**src/rtl/memory_responder_pkg.sv**
```systemverilog
// Shared types for the CPU memory interface and the program-image loader.
package memory_responder_pkg;

    localparam int unsigned REGSIZE = 8;

    typedef enum logic [1:0] {
        MEMORY_STAY  = 2'd0,
        MEMORY_READ  = 2'd1,
        MEMORY_WRITE = 2'd2
    } MEMORY_FLAG_TYPE;

    typedef enum logic [1:0] {
        CLEAR = 2'd0,
        LOAD  = 2'd1,
        RUN   = 2'd2
    } LOADER_STATE_TYPE;

endpackage

```
**src/rtl/memory_responder_array.sv**
```systemverilog
// Word store: one synchronous write port and one asynchronous read port.
module memory_responder_array #(
    parameter int unsigned ADDR_WIDTH = 8,
    parameter int unsigned DATA_WIDTH = 8
) (
    input  logic                  clk,
    input  logic                  we,
    input  logic [ADDR_WIDTH-1:0] waddr,
    input  logic [DATA_WIDTH-1:0] wdata,
    input  logic [ADDR_WIDTH-1:0] raddr,
    output logic [DATA_WIDTH-1:0] rdata
);

    localparam int unsigned DEPTH = 2 ** ADDR_WIDTH;

    logic [DATA_WIDTH-1:0] mem [DEPTH];

    always_ff @(posedge clk) begin
        if (we) begin
            mem[waddr] <= wdata;
        end
    end

    assign rdata = mem[raddr];

endmodule

```
**src/rtl/memory_responder.sv**
```systemverilog
// Responder end of the CPU memory interface: clears the store, loads a program
// image over a valid/ready port while holding the CPU in reset, then serves the CPU.
module memory_responder
    import memory_responder_pkg::*;
#(
    parameter int unsigned ADDR_WIDTH = 8,
    parameter int unsigned DATA_WIDTH = REGSIZE,
    parameter int unsigned CNT_WIDTH  = 16
) (
    input  logic                  CLOCK,
    input  logic                  RESET_N,
    input  logic [ADDR_WIDTH-1:0] address,
    input  MEMORY_FLAG_TYPE       rw_flag,
    input  logic [DATA_WIDTH-1:0] write_memory_value,
    output logic [DATA_WIDTH-1:0] read_memory_value,
    input  logic                  LOAD_VALID,
    input  logic [DATA_WIDTH-1:0] LOAD_DATA,
    input  logic                  LOAD_LAST,
    output logic                  LOAD_READY,
    output logic                  CPU_RESET,
    output logic                  RUNNING,
    output logic [ADDR_WIDTH:0]   LOADED_COUNT,
    output logic [CNT_WIDTH-1:0]  READ_COUNT,
    output logic [CNT_WIDTH-1:0]  WRITE_COUNT
);

    localparam int unsigned LC_WIDTH = ADDR_WIDTH + 1;

    LOADER_STATE_TYPE      state_q, state_d;
    logic [ADDR_WIDTH-1:0] clear_ptr_q, clear_ptr_d;
    logic [ADDR_WIDTH-1:0] load_ptr_q, load_ptr_d;
    logic [LC_WIDTH-1:0]   loaded_count_q, loaded_count_d;
    logic [CNT_WIDTH-1:0]  read_count_q, read_count_d;
    logic [CNT_WIDTH-1:0]  write_count_q, write_count_d;

    logic                  mem_we;
    logic [ADDR_WIDTH-1:0] mem_waddr;
    logic [DATA_WIDTH-1:0] mem_wdata;
    logic [DATA_WIDTH-1:0] mem_rdata;
    logic                  rd_sel;

    always_ff @(posedge CLOCK) begin
        if (!RESET_N) begin
            state_q        <= CLEAR;
            clear_ptr_q    <= '0;
            load_ptr_q     <= '0;
            loaded_count_q <= '0;
            read_count_q   <= '0;
            write_count_q  <= '0;
        end else begin
            state_q        <= state_d;
            clear_ptr_q    <= clear_ptr_d;
            load_ptr_q     <= load_ptr_d;
            loaded_count_q <= loaded_count_d;
            read_count_q   <= read_count_d;
            write_count_q  <= write_count_d;
        end
    end

    // Next state, single write-port mux and counter updates.
    always_comb begin
        state_d        = state_q;
        clear_ptr_d    = clear_ptr_q;
        load_ptr_d     = load_ptr_q;
        loaded_count_d = loaded_count_q;
        read_count_d   = read_count_q;
        write_count_d  = write_count_q;
        mem_we         = 1'b0;
        mem_waddr      = clear_ptr_q;
        mem_wdata      = '0;
        rd_sel         = 1'b0;

        case (state_q)
            CLEAR: begin
                mem_we      = 1'b1;
                clear_ptr_d = clear_ptr_q + ADDR_WIDTH'(1);
                if (clear_ptr_q == '1) begin
                    state_d = LOAD;
                end
            end
            LOAD: begin
                if (LOAD_VALID) begin
                    mem_we         = 1'b1;
                    mem_waddr      = load_ptr_q;
                    mem_wdata      = LOAD_DATA;
                    load_ptr_d     = load_ptr_q + ADDR_WIDTH'(1);
                    loaded_count_d = loaded_count_q + LC_WIDTH'(1);
                    // Last slot ends the load even without LAST: no wrap.
                    if (LOAD_LAST || (load_ptr_q == '1)) begin
                        state_d = RUN;
                    end
                end
            end
            RUN: begin
                case (rw_flag)
                    MEMORY_READ: begin
                        rd_sel = 1'b1;
                        if (read_count_q != '1) begin
                            read_count_d = read_count_q + CNT_WIDTH'(1);
                        end
                    end
                    MEMORY_WRITE: begin
                        mem_we    = 1'b1;
                        mem_waddr = address;
                        mem_wdata = write_memory_value;
                        if (write_count_q != '1) begin
                            write_count_d = write_count_q + CNT_WIDTH'(1);
                        end
                    end
                    default: ;
                endcase
            end
            default: state_d = CLEAR;
        endcase
    end

    memory_responder_array #(
        .ADDR_WIDTH(ADDR_WIDTH),
        .DATA_WIDTH(DATA_WIDTH)
    ) u_array (
        .clk   (CLOCK),
        .we    (mem_we & RESET_N),
        .waddr (mem_waddr),
        .wdata (mem_wdata),
        .raddr (address),
        .rdata (mem_rdata)
    );

    assign read_memory_value = (rd_sel && RESET_N) ? mem_rdata : '0;
    assign LOAD_READY        = (state_q == LOAD);
    assign CPU_RESET         = (state_q != RUN);
    assign RUNNING           = (state_q == RUN);
    assign LOADED_COUNT      = loaded_count_q;
    assign READ_COUNT        = read_count_q;
    assign WRITE_COUNT       = write_count_q;

endmodule
```
**config.mk**
```make
export PLATFORM = sky130hd
export DESIGN_NAME = memory_responder
export DESIGN_NICKNAME = d
export VERILOG_FILES = /design/src/rtl/memory_responder_pkg.sv /design/src/rtl/memory_responder_array.sv /design/src/rtl/memory_responder.sv
export SDC_FILE = /design/constraint.sdc
export NUM_CORES = 2
export LEC_CHECK = 0
export CAP_MARGIN = 20
export CORE_UTILIZATION = 40
export CTS_BUF_LIST = sky130_fd_sc_hd__clkbuf_4 sky130_fd_sc_hd__clkbuf_8 sky130_fd_sc_hd__clkbuf_16
export CTS_CLUSTER_DIAMETER = 60
export CTS_CLUSTER_SIZE = 14
export DETAILED_ROUTE_END_ITERATION = 10
export MAX_ROUTING_LAYER = met4
export REMOVE_ABC_BUFFERS = 1
export SLEW_MARGIN = 20
export SYNTH_ARGS = -nofsm -noshare
export SYNTH_HDL_FRONTEND = slang
export SYNTH_SLANG_ARGS = --single-unit
```
**constraint.sdc**
```tcl
create_clock -name CLOCK -period 27.6 [get_ports CLOCK]
set_input_delay 2.76 -clock CLOCK [delete_from_list [all_inputs] [get_ports CLOCK]]
set_output_delay 2.76 -clock CLOCK [all_outputs]
set_load 0.1 [all_outputs]
```
==> flow_metrics.tcl <==
set metrics [dict create \
    instance_area_at_placement_sq_um 86800 \
    synth-edff-count 2048 \
    largest_net_degree_at_the_start_of_global_routing 205 \
    total_power_mw 5.95 \
    dpl.cell_count 7077 \
    areaGrowthSynthToFinish_pct 10.2 \
    postSynthAreaPerCell_sq_um 19.1 \
    worst_setup_path_start_kind "input pin" \
    critPathKind "input pin to output port" \
    drt_drc_violations_left 0 \
    timing.clock.skew_ps 35.8 \
    layout.cells.most_common "sky130_fd_sc_hd__edfxtp_1" \
    drv_slew 0 \
    finalInstanceArea_sq_um 91800 \
    synth_sequential_area_ratio_pct 75.2 \
    timing.max_cap.violations 0 \
    tritoncts "yes" \
    die_width_um 458 \
    post_route_cells_drive_above_1_share_pct 16.2 \
    drt-vias-per-instance 5.97 \
    synthesis.area_sq_um 83300 \
    synth_async_sr_flop_share_pct 0 \
    layout.cells.non_filler 7308 \
    r2r_start "state_q[1]" \
    dr.first_iter.drc_count 5404 \
    netlist-cell-type-count 79 \
    global_route.usage.total_pct 22.5 \
    tns_ps 0 \
    clock_tree.htree_level_count 4 \
    cts_resized 0 \
    cts_sink_cnt 2107 \
    dp_slack_ps 14630 \
    die_area_sq_um 210000 \
    ratio_of_total_power_to_cell_area_nw_per_um2 64.8 \
    final_cell_mix "sky130_fd_sc_hd__edfxtp_1 (2048), sky130_fd_sc_hd__nor2_1 (375), sky130_fd_sc_hd__mux4_2 (361), sky130_fd_sc_hd__mux2i_1 (283), sky130_fd_sc_hd__clkbuf_16 (178)" \
    placement.io_buffers 81 \
    timing.hold.worst_endpoint "load_ptr_q[7]" \
    maximum_net_fanout_on_the_critical_path 80 \
    max-vdd-ir-drop_mv 0.0693 \
    num_vias 43600 \
    grt_first_pass_wirelength_um 327000 \
    min_path_type "flip-flop to flip-flop" \
    cp.arrival_ps 10040 \
    holdBufCountCts 0 \
    drt-pass1-iter-count 6 \
    crit_path_top_delay_cell "sky130_fd_sc_hd__clkdlybuf4s50_1" \
    design.portCount 82 \
    min_period_over_period_pct 46.4 \
    wl_per_cell_um 31.6 \
    hold-path-cell-count 2 \
    path_common_cell "sky130_fd_sc_hd__buf_4" \
    nNetsFinal 4507 \
    ys_warn_count 0 \
    worstRegToRegCells 8 \
    antenna_left 0 \
    timing_worst_slew_pin_value_ps 1190 \
    initial_antenna_violation_count 12 \
    regToRegEndpoint "u_array.mem[98][5]" \
    final_core_util_pct 44.3 \
    static-leakage-power_nw 33.2 \
    clk-insertion-delay-late_ps 840 \
    floorplan.initialDensity_pct 40.2 \
    holdCritStartpoint "load_ptr_q[7]" \
    floorplan.die.height_um 458 \
    grt_pass1_vias 43000 \
    placeable_core_region_sq_um 207000 \
    rrSetupSlack_ps 22670 \
    cts-root-buf "sky130_fd_sc_hd__clkbuf_16" \
    smallest_hold_slack_ps 509 \
    postSynth.topFlopCell "sky130_fd_sc_hd__edfxtp_1" \
    setup-violations-final 0 \
    post-cts-setup-buffer-count 0 \
    final_replace_weighted_congestion 0.888 \
    worstPathRequired_ps 24840 \
    grt_setup_unrepaired "false" \
    worst_setup_slack_after_layout_ps 14800 \
    status "finished clean" \
    highest_achievable_clock_rate_ghz 0.0781 \
    std_cell_rows 167 \
    path_clk_slew_ps 60 \
    hold_violation_total_from_the_final_report 0 \
    synth_seq_cells 2107 \
    endpoint_kind "output port" \
    postSynthCellCount 4360 \
    route.final.wire_length_um 231000 \
    global_route.overflow_total 0 \
    final_period_minus_worst_setup_slack_ps 12800 \
    cts_buffers 173 \
    slew_headroom_pct 18.3 \
    critical_path.max_stage_delay_ps 1290 \
    clockBufferDepth 3 \
    cp_cell_instances "buf_8 -> buf_4 -> buf_4 -> buf_12 -> buf_4 -> buf_4 -> mux2i_1 -> o221ai_1 -> o21ai_0 -> a21oi_1 -> nor2_1 -> or4_1 -> o21ai_0 -> clkdlybuf4s50_1" \
    post-dp-hpwl_um 143000 \
]
## worst max-delay path by stage
stage                           from                    to  slack (ps)  cells past startpoint
final                     address[0]  read_memory_value[6]       14800                     14
after CTS                 address[0]  read_memory_value[6]       14620                     14
after detailed placement  address[0]  read_memory_value[6]       14630                     14
after floorplan           LOAD_VALID     u_array.mem[0][0]       16430                      3
after global placement    address[0]  read_memory_value[6]       14600                     14
after global routing      address[0]  read_memory_value[6]       14360                     14
## sequential cells by signal (all words and copies together) (netlist names)
register and count:
READ_COUNT 16, u_array.mem 2048, WRITE_COUNT 16, state_q 2, LOADED_COUNT 9, load_ptr_q 8
clear_ptr_q 8
## metal layers
| metal | share of wire, % | GRT usage (%) | vias up | wire length (um) |
|---|---|---|---|---|
| met3 | 8.7 | 4.08 | 319 | 20100 |
| met1 | 41 | 30.7 | 23300 | 94700 |
| met2 | 47 | 34.3 | 2058 | 109000 |
| li1 | - | - | 17900 | - |
| met5 | 0 | - | - | 0 |
| met4 | 3.2 | 7.38 | 0 | 7310 |
## layout make-up
class / count / area (sq um)
sequential: 2107 / 62700
clock buffer: 196 / 4600
tap: 2788 / 3490
multi-input combinational: 1989 / 19000
inverter: 11 / 45.0
fill: 17600 / 115000
antenna: 8 / 20.0
clock inverter: 25 / 308
timing repair buffer: 184 / 1680
## synthesized netlist by cell type, types with 5 or more instances
| cell type | instances | area [sq um] |
|---|---|---|
| sky130_fd_sc_hd__ha_1 | 11 | 138 |
| sky130_fd_sc_hd__or3_1 | 21 | 131 |
| sky130_fd_sc_hd__and2_1 | 15 | 93.8 |
| sky130_fd_sc_hd__buf_6 | 29 | 327 |
| sky130_fd_sc_hd__xor2_1 | 28 | 245 |
| sky130_fd_sc_hd__dfxtp_1 | 59 | 1180 |
| sky130_fd_sc_hd__mux4_1 | 16 | 420 |
| sky130_fd_sc_hd__nand4_1 | 32 | 200 |
| sky130_fd_sc_hd__o2111ai_1 | 7 | 61.3 |
| sky130_fd_sc_hd__o22a_1 | 9 | 78.8 |
| sky130_fd_sc_hd__buf_8 | 25 | 375 |
| sky130_fd_sc_hd__nor2b_1 | 15 | 93.8 |
| sky130_fd_sc_hd__inv_1 | 9 | 33.8 |
| sky130_fd_sc_hd__a2111oi_2 | 5 | 75.1 |
| sky130_fd_sc_hd__mux4_2 | 361 | 8130 |
| sky130_fd_sc_hd__and3_1 | 11 | 68.8 |
| sky130_fd_sc_hd__xnor2_1 | 15 | 131 |
| sky130_fd_sc_hd__o31ai_1 | 13 | 97.6 |
| sky130_fd_sc_hd__buf_2 | 58 | 290 |
| sky130_fd_sc_hd__buf_4 | 28 | 210 |
| sky130_fd_sc_hd__a21oi_1 | 69 | 345 |
| sky130_fd_sc_hd__a22o_1 | 18 | 158 |
| sky130_fd_sc_hd__a2111oi_0 | 9 | 78.8 |
| sky130_fd_sc_hd__buf_1 | 13 | 48.8 |
| sky130_fd_sc_hd__nor4_1 | 14 | 87.6 |
| sky130_fd_sc_hd__nand3_1 | 68 | 340 |
| sky130_fd_sc_hd__o22ai_1 | 69 | 432 |
| sky130_fd_sc_hd__edfxtp_1 | 2048 | 61500 |
| sky130_fd_sc_hd__nor3_1 | 66 | 330 |
| sky130_fd_sc_hd__nand2_1 | 155 | 582 |
| sky130_fd_sc_hd__a22oi_1 | 48 | 360 |
| sky130_fd_sc_hd__a211oi_1 | 23 | 173 |
| sky130_fd_sc_hd__clkbuf_1 | 93 | 349 |
| sky130_fd_sc_hd__nor2_1 | 378 | 1420 |
| sky130_fd_sc_hd__o32ai_1 | 7 | 61.3 |
| sky130_fd_sc_hd__mux2i_1 | 283 | 2830 |
| sky130_fd_sc_hd__mux2_2 | 5 | 56.3 |
| sky130_fd_sc_hd__a31oi_1 | 16 | 100 |
| sky130_fd_sc_hd__o21ai_0 | 56 | 280 |
| sky130_fd_sc_hd__o221ai_1 | 78 | 683 |
## kinds of logic after synthesis
kind of cell	after synthesis	synth area share, %
muxes	665	13.7
AOI/OAI and AO/OA	458	3.93
and+or+nand+nor	812	4.38
buffers and inverters	264	2.09
adders and majority gates	11	0.165
xor gates and xnor gates	43	0.452
DFF	2107	75.2
## critical path: cells and delay by family
family / cells / cell delay (ps)
AOI/OAI and AO/OA: 4 / 1080
muxes: 1 / 160
and+or+nand+nor: 2 / 780
buffers and inverters: 7 / 4980
## where the power goes
group,switching (mW),internal (mW)
Clock,1.11,1.20
Combinational,0.132,0.0553
Sequential,0.000989,3.45
Note: power is estimated with default switching activity, not from simulation.
